--- config.mk ---
export PLATFORM = sky130hd
export DESIGN_NAME = lane_scheduler
export DESIGN_NICKNAME = d
export VERILOG_FILES = /design/src/rtl/lane_scheduler.sv
export SDC_FILE = /design/constraint.sdc
export NUM_CORES = 1
export LEC_CHECK = 0
export ABC_CLOCK_PERIOD_IN_PS = 3200
export CAP_MARGIN = 10
export CORE_ASPECT_RATIO = 0.6
export CORE_MARGIN = 4
export CORE_UTILIZATION = 46
export CTS_CLUSTER_SIZE = 8
export DETAILED_ROUTE_END_ITERATION = 12
export PLACE_DENSITY = 0.84
export SYNTH_ARGS = -nofsm -noshare
export SYNTH_HDL_FRONTEND = slang
export SYNTH_SLANG_ARGS = --single-unit
--- constraint.sdc ---
create_clock -name clock -period 3.2 [get_ports clock]
set_clock_uncertainty 0.1 [all_clocks]
set_input_delay 0.48 -clock clock [delete_from_list [all_inputs] [get_ports clock]]
set_output_delay 0.48 -clock clock [all_outputs]
set_load 0.01 [all_outputs]
--- src/rtl/lane_scheduler.sv ---
// Playfield scroll sequencer: on each programmable tick, steps the lane generator and shifts its
// pattern (or an all-clear safe row) into the top of a scrolling row buffer.
module lane_scheduler #(
  parameter int unsigned DIV_W = 24,
  parameter int unsigned ROWS  = 8,
  parameter int unsigned WIDTH = 8
) (
  input  logic                  clock,
  input  logic                  reset,
  input  logic                  start,
  input  logic                  stop,
  input  logic                  pause,
  input  logic                  gap_en,
  input  logic [DIV_W-1:0]      period,
  input  logic [WIDTH-1:0]      line_in,
  output logic                  gen_step,
  output logic [ROWS*WIDTH-1:0] grid,
  output logic                  scroll,
  output logic [15:0]           scroll_count,
  output logic                  busy
);

  localparam logic [1:0] StIdle  = 2'd0;
  localparam logic [1:0] StWait  = 2'd1;
  localparam logic [1:0] StStep  = 2'd2;
  localparam logic [1:0] StShift = 2'd3;

  logic [1:0]            state_q, state_d;
  logic [DIV_W-1:0]      cnt_q, cnt_d;
  logic                  phase_q, phase_d;
  logic                  gap_en_q, gap_en_d;
  logic [ROWS*WIDTH-1:0] grid_q, grid_d;
  logic [15:0]           count_q, count_d;
  logic                  scroll_q, scroll_d;

  logic [DIV_W-1:0]      period_m1;
  logic                  gap_row;
  logic [WIDTH-1:0]      new_row;

  // A period of 0 behaves as 1, so the terminal count never underflows.
  assign period_m1 = (period == '0) ? '0 : period - DIV_W'(1);

  // gap_en_q holds the value sampled in STEP so the following SHIFT agrees with the strobe.
  assign gap_row = gap_en_q & phase_q;
  assign new_row = gap_row ? '0 : line_in;

  always_comb begin
    state_d  = state_q;
    cnt_d    = cnt_q;
    phase_d  = phase_q;
    gap_en_d = gap_en_q;
    grid_d   = grid_q;
    count_d  = count_q;
    scroll_d = 1'b0;
    if (stop) begin
      state_d = StIdle;
    end else begin
      unique case (state_q)
        StIdle: begin
          if (start) begin
            state_d = StWait;
            cnt_d   = '0;
          end
        end
        StWait: begin
          if (!pause) begin
            if (cnt_q >= period_m1) begin
              state_d = StStep;
              cnt_d   = '0;
            end else begin
              cnt_d = cnt_q + DIV_W'(1);
            end
          end
        end
        StStep: begin
          gap_en_d = gap_en;
          state_d  = StShift;
        end
        StShift: begin
          grid_d   = {grid_q[(ROWS-1)*WIDTH-1:0], new_row};
          phase_d  = gap_en_q ? ~phase_q : 1'b0;
          count_d  = (count_q == 16'hFFFF) ? count_q : count_q + 16'd1;
          scroll_d = 1'b1;
          cnt_d    = '0;
          state_d  = StWait;
        end
        default: state_d = StIdle;
      endcase
    end
  end

  always_ff @(posedge clock or posedge reset) begin
    if (reset) begin
      state_q  <= StIdle;
      cnt_q    <= '0;
      phase_q  <= 1'b0;
      gap_en_q <= 1'b0;
      grid_q   <= '0;
      count_q  <= '0;
      scroll_q <= 1'b0;
    end else begin
      state_q  <= state_d;
      cnt_q    <= cnt_d;
      phase_q  <= phase_d;
      gap_en_q <= gap_en_d;
      grid_q   <= grid_d;
      count_q  <= count_d;
      scroll_q <= scroll_d;
    end
  end

  // Gap rows leave the generator untouched.
  assign gen_step     = (state_q == StStep) && !(gap_en && phase_q);
  assign busy         = (state_q != StIdle);
  assign grid         = grid_q;
  assign scroll       = scroll_q;
  assign scroll_count = count_q;

endmodule
# Yosys cells after proc, flatten, opt, wreduce, memory -nomap -nowiden
# Index checks and enable logic that the tools add are counted.
# word_totals
latch_bits	0
memories	0
register_bits	109
in_bits	38
rom_bits	0
mem_bits_rw	0
elab_cells	50
# classes
n_mux	14
div	0
shifts	0
reduce_logical	12
addsub	3
bitwise	4
n_lt_le_gt_ge	1
eq_ne	9
mul	0
# op_table
cell	n
2-to-1 mux 24 bit	4
one-hot mux 24 bit (3 select lines)	1
adder 24 x 1 -> 24 bit, second input constant	1
greater-or-equal comparator 24 bit	1
logical NOT 24 bit	1
subtractor 24 x 1 -> 24 bit, second input constant	1
adder 16 x 1 -> 16 bit, second input constant	1
== test 16 bit, second input constant	1
!= test 3 bit, second input constant	3
2-to-1 mux 2 bit	4
2-to-1 mux 8 bit	1
one-hot mux 2 bit (4 select lines)	1
AND reduction 3 bit	2
== test 2 bit, second input constant	2
!= test 2 bit, second input constant	2
AND reduction 2 bit	2
AND reduction 4 bit	1
2-to-1 mux 1 bit	3
inverter 1 bit	3
nonzero test 3 bit	1
== test 2 x 1 -> 1 bit, second input constant	1
logical AND 1 bit	2
logical NOT 2 bit	1
nonzero test 2 bit	1
other kinds (2)	2

# Depth between registers and ports, before layout
# logic_depth
ltp_word	7
depth_mapped	16
depth_no_buf	14

# Worst setup path before layout
# OpenSTA, ideal clock, no wires.
# synth_timing
path_kind	input port to flip-flop
from	in period[7]
to	reg cnt_q[10]
arrival_ps	4364
required_ps	2968
path_stages	14
path_slack_ps	-1396
path_cell_list	or4_4 > or2_4 > or4_4 > or4b_4 > xnor2_2 > nand2_1 > ha_1 > nand4_1 > or3_1 > a221oi_1 > o41ai_2 > a21oi_1 > clkbuf_1 > nor2_1
# synth_between
elab_chain_len	6
word_cells_on_any_way	7
# synth_rtl
item	line_no	text
start, declared	14	input logic [DIV_W-1:0] period,
subtractor 24 x 1 -> 24 bit / logical NOT 24 bit (equally long branches)	41	assign period_m1 = (period == '0) ? '0 : period - DIV_W'(1);
2-to-1 mux 24 bit *	41	
greater-or-equal comparator 24 bit *	67	if (cnt_q >= period_m1) begin
2-to-1 mux 24 bit *	67	
2-to-1 mux 24 bit *	66	if (!pause) begin
one-hot mux 24 bit (3 select lines) *	58	unique case (state_q)
end signal, assigned	103	cnt_q <= cnt_d;
end, declared	29	logic [DIV_W-1:0] cnt_q, cnt_d;
# Mark *: on every way between the ends. The rest lies on a longest branch, timed or not. The select of a mux whose other input is x is not followed.
# A chain may end at the register's enable or synchronous reset.

# Worst setup path in the final report
# layout_timing
from	in period[3]
to	reg cnt_q[17]
# Same word-level chain as after synthesis.

==> summary.txt <==
Min path
  • Hold Path Class: reg -> reg
  • Hold Startpoint: grid[59]
  • Worst Hold End: grid[59]
  • Hold depth: 2

Critical path
  • Crit path required time: 3.32 ns
  • Startpoint types: primary input
  • Maximum fanout along the worst path: 8
  • Reg2reg start: state_q[0]
  • Worst endpoint data arrival time: 4.25 ns
  • Critical path class: in -> reg
  • Reg2reg end: cnt_q[18]
  • Crit. End Element: flip-flop
  • R2R depth: 8
  • R2R Setup Slk: 0.55 ns

Layout
  • Leading cell type in the layout, fill and taps excluded: nand2_1
  • Fin nets: 872
  • Ant diodes: 0
  • Register Area: 0.002728 sq mm
  • Multi-input gate area: 0.002968 sq mm
  • Syn-to-layout area delta: 43.04%
  • Layout fillers: 820
  • Most frequent cells in the layout: 212 x nand2_1, 109 x dfrtp_1, 109 x clkdlybuf4s50_1, 59 x buf_4, 31 x ha_1
  • Final core utilization: 69.19%
  • Share of layout cells above drive strength 1: 17.10%
  • Post-Layout Cell Count: 967

Logic synthesis
  • Mapped cell area: 0.005610 sq mm
  • Gate Count Post-Synth: 629
  • Avg Inst Size Synth: 8.920 sq um
  • Ys async rst share: 100.0%
  • Post-synth EDFFs: 0
  • Distinct cells, synth: 43
  • Syn Nets: 699
  • Yosys warning total: 0
  • Main flop type after synthesis: dfrtp_1
  • Seq cells post-synth: 109
  • Seq/Total Area, Yosys: 48.62%

GRT
  • Initial antenna violation count: 0
  • Grt total ovfl: 0
  • Gr usage total: 23.16%
  • Vias in the first global route: 5111
  • Largest net degree at the start of global routing: 110
  • First-pass GRT wire length: 25910 um

Outcome
  • Status: complete, but fails checks
  • Failing checks: negative setup slack

Routing
  • Vias: 5167
  • Post-Route WL: 16340 um
  • Vias per Instance: 5.343
  • WL/cell: 16.90 um
  • 1st-iter DRT viols: 356
  • Post-DRT Antenna Nets: 0
  • Drt first pass iters: 5
  • DRC viols: 0

Power and ir drop
  • Worst VDD drop: 0.0003368 V
  • Leak: 3.901 nW
  • Pwr Total: 3.878 mW
  • Pwr Density: 483.2 mW/mm^2

STA
  • Slew margin rel.: 35.87%
  • Endpoints failing setup: 26
  • Slew Limit Fails: 0
  • Worst Tran Pin Value: 0.9620 ns
  • PnR worst setup slack: -0.9221 ns
  • Final period util: 128.8%
  • Max Fclk: 242.6 MHz
  • Hold slack: 0.3808 ns
  • Period minus WS final: 4.122 ns
  • Final hold violation count: 0
  • Unrepaired setup endpoints after global routing: true

Floorplanning
  • Initial Util: 48.37%
  • Core Rows: 30
  • DIE AREA: 0.01409 sq mm
  • Die W: 150.6 um
  • Core area: 0.01160 sq mm
  • Die height: 93.55 um
  • IO Count: 121

Clock tree
  • Skew-Pair Late Insertion Delay: 0.35 ns
  • TritonCTS buffer count: 9
  • Clk sinks: 109
  • Root buffer cell: clkbuf_16
  • H-tree levels: 3
  • TritonCTS clock tree: built
  • Clock buffer depth: 2
  • Clock-pin slew on the worst setup and hold paths: 0.07 ns
  • Hold_buf cts: 0

Flow run
  • Maximum capacitance violations: 0

Place
  • Dpl hpwl: 11720 um
  • PortBufs: 120
  • Routability Congestion: 0.8888
  • Dpl ws: -1.643 ns
  • Inst Count DP: 937
==> how the worst max path moves through the flow <==
stage,endpoint,startpoint,cells after the start
6_report,cnt_q[17],period[3],16
5_1_grt,cnt_q[22],period[3],16
4_1_cts,cnt_q[22],period[4],15
3_5_place_dp,cnt_q[13],period[7],15
3_3_place_gp,cnt_q[23],period[3],15
2_1_floorplan,cnt_q[10],period[3],14
==> Yosys cell counts (all sizes together), types with 2 or more instances <==
cell type,number,area [sq um]
xor2,29,254.0
or4b,2,23.77
o22ai,4,25.02
xnor2,22,200.2
a21o,3,22.52
buf,6,22.52
clkbuf,17,63.81
nor2b,2,12.51
inv,16,60.06
nand3b,2,15.01
and3,9,56.30
a22o,8,70.07
nor3,15,75.07
or3,2,12.51
o41ai,2,25.03
o21ai,11,55.05
ha,32,400.4
nand3,30,150.1
nand2,215,807.0
or2,2,15.02
nor4,2,12.51
nor2,32,120.1
o31ai,2,15.01
nand4,16,100.1
dfrtp,109,2728
or4,6,56.30
nand2b,6,37.54
a31oi,5,31.28
a21oi,13,65.06
==> timing repair <==
item	4_1_cts	5_1_grt
gates resized for setup	56	36
pin swaps	20	26
endpoints found under the setup margin	26	26
cloned	1	0
endpoints found under the hold margin	0	0
setup buffers	9	4
==> critical path, cell delays in order <==
cell and delay [ns]:
buf_6 0.10, or4_4 0.53, or2_4 0.27, or4_4 0.43, or4b_4 0.51, xnor2_2 0.15
nand2_2 0.09, ha_4 0.26, nand4_1 0.11, or3_1 0.34, a221oi_2 0.25, o41ai_4 0.15
a21oi_2 0.20, buf_4 0.16, buf_12 0.16, nor2_4 0.04
==> cells by family (layout without fill, tap and decap cells) <==
kind of cell	Yosys count	in the layout	synth area share, %
DFF	109	109	48.62
AOI/OAI and AO/OA	51	51	5.932
buffers and inverters	39	217	2.609
and+or+nand+nor	345	345	27.23
adders and majority gates	32	32	7.136
xor gates and xnor gates	51	51	8.096
muxes	2	2	0.3791
==> final cells by class <==
type / count / share of cell area, %
multi-input cells: 481 / 36.98
flip-flops and latches: 109 / 33.99
repair buffers: 185 / 21.62
clock buffers: 10 / 2.978
well taps: 160 / 2.495
clock inverters: 6 / 1.138
inverters: 16 / 0.7951
==> registers in the layout, summed over array words and instances (netlist names) <==
| signal | count |
|---|---|
| cnt_q | 24 |
| gap_en_q | 1 |
| grid | 64 |
| phase_q | 1 |
| scroll | 1 |
| scroll_count | 16 |
| state_q | 2 |
==> routing by layer <==
metal | vias to the layer above | part of all wire, % | track usage, %
met4 | 0 | 1.2 | 5.128
li1 | 2451 | - | -
met5 | - | 0 | 0
met3 | 20 | 5.4 | 4.552
met2 | 172 | 48 | 37.76
met1 | 2524 | 45 | 32.26
==> where the power goes <==
group / switching, mW / total, mW / internal [mW]
clock network: 0.502 / 1.22 / 0.715
logic: 0.496 / 0.995 / 0.499
registers: 0.154 / 1.67 / 1.51
==> metrics by stage <==
| step | setup TNS [ns] | cell area, sq um |
|---|---|---|
| finish | -22.81 | 8025 |
| global route | -25.12 | 8025 |
| CTS | -27.95 | 7868 |
| detailed placement | -41.30 | 7373 |
| global placement | -36.11 | 7373 |
| floorplan | -24.76 | 5658 |
Note: power is estimated with default switching activity, not from simulation.
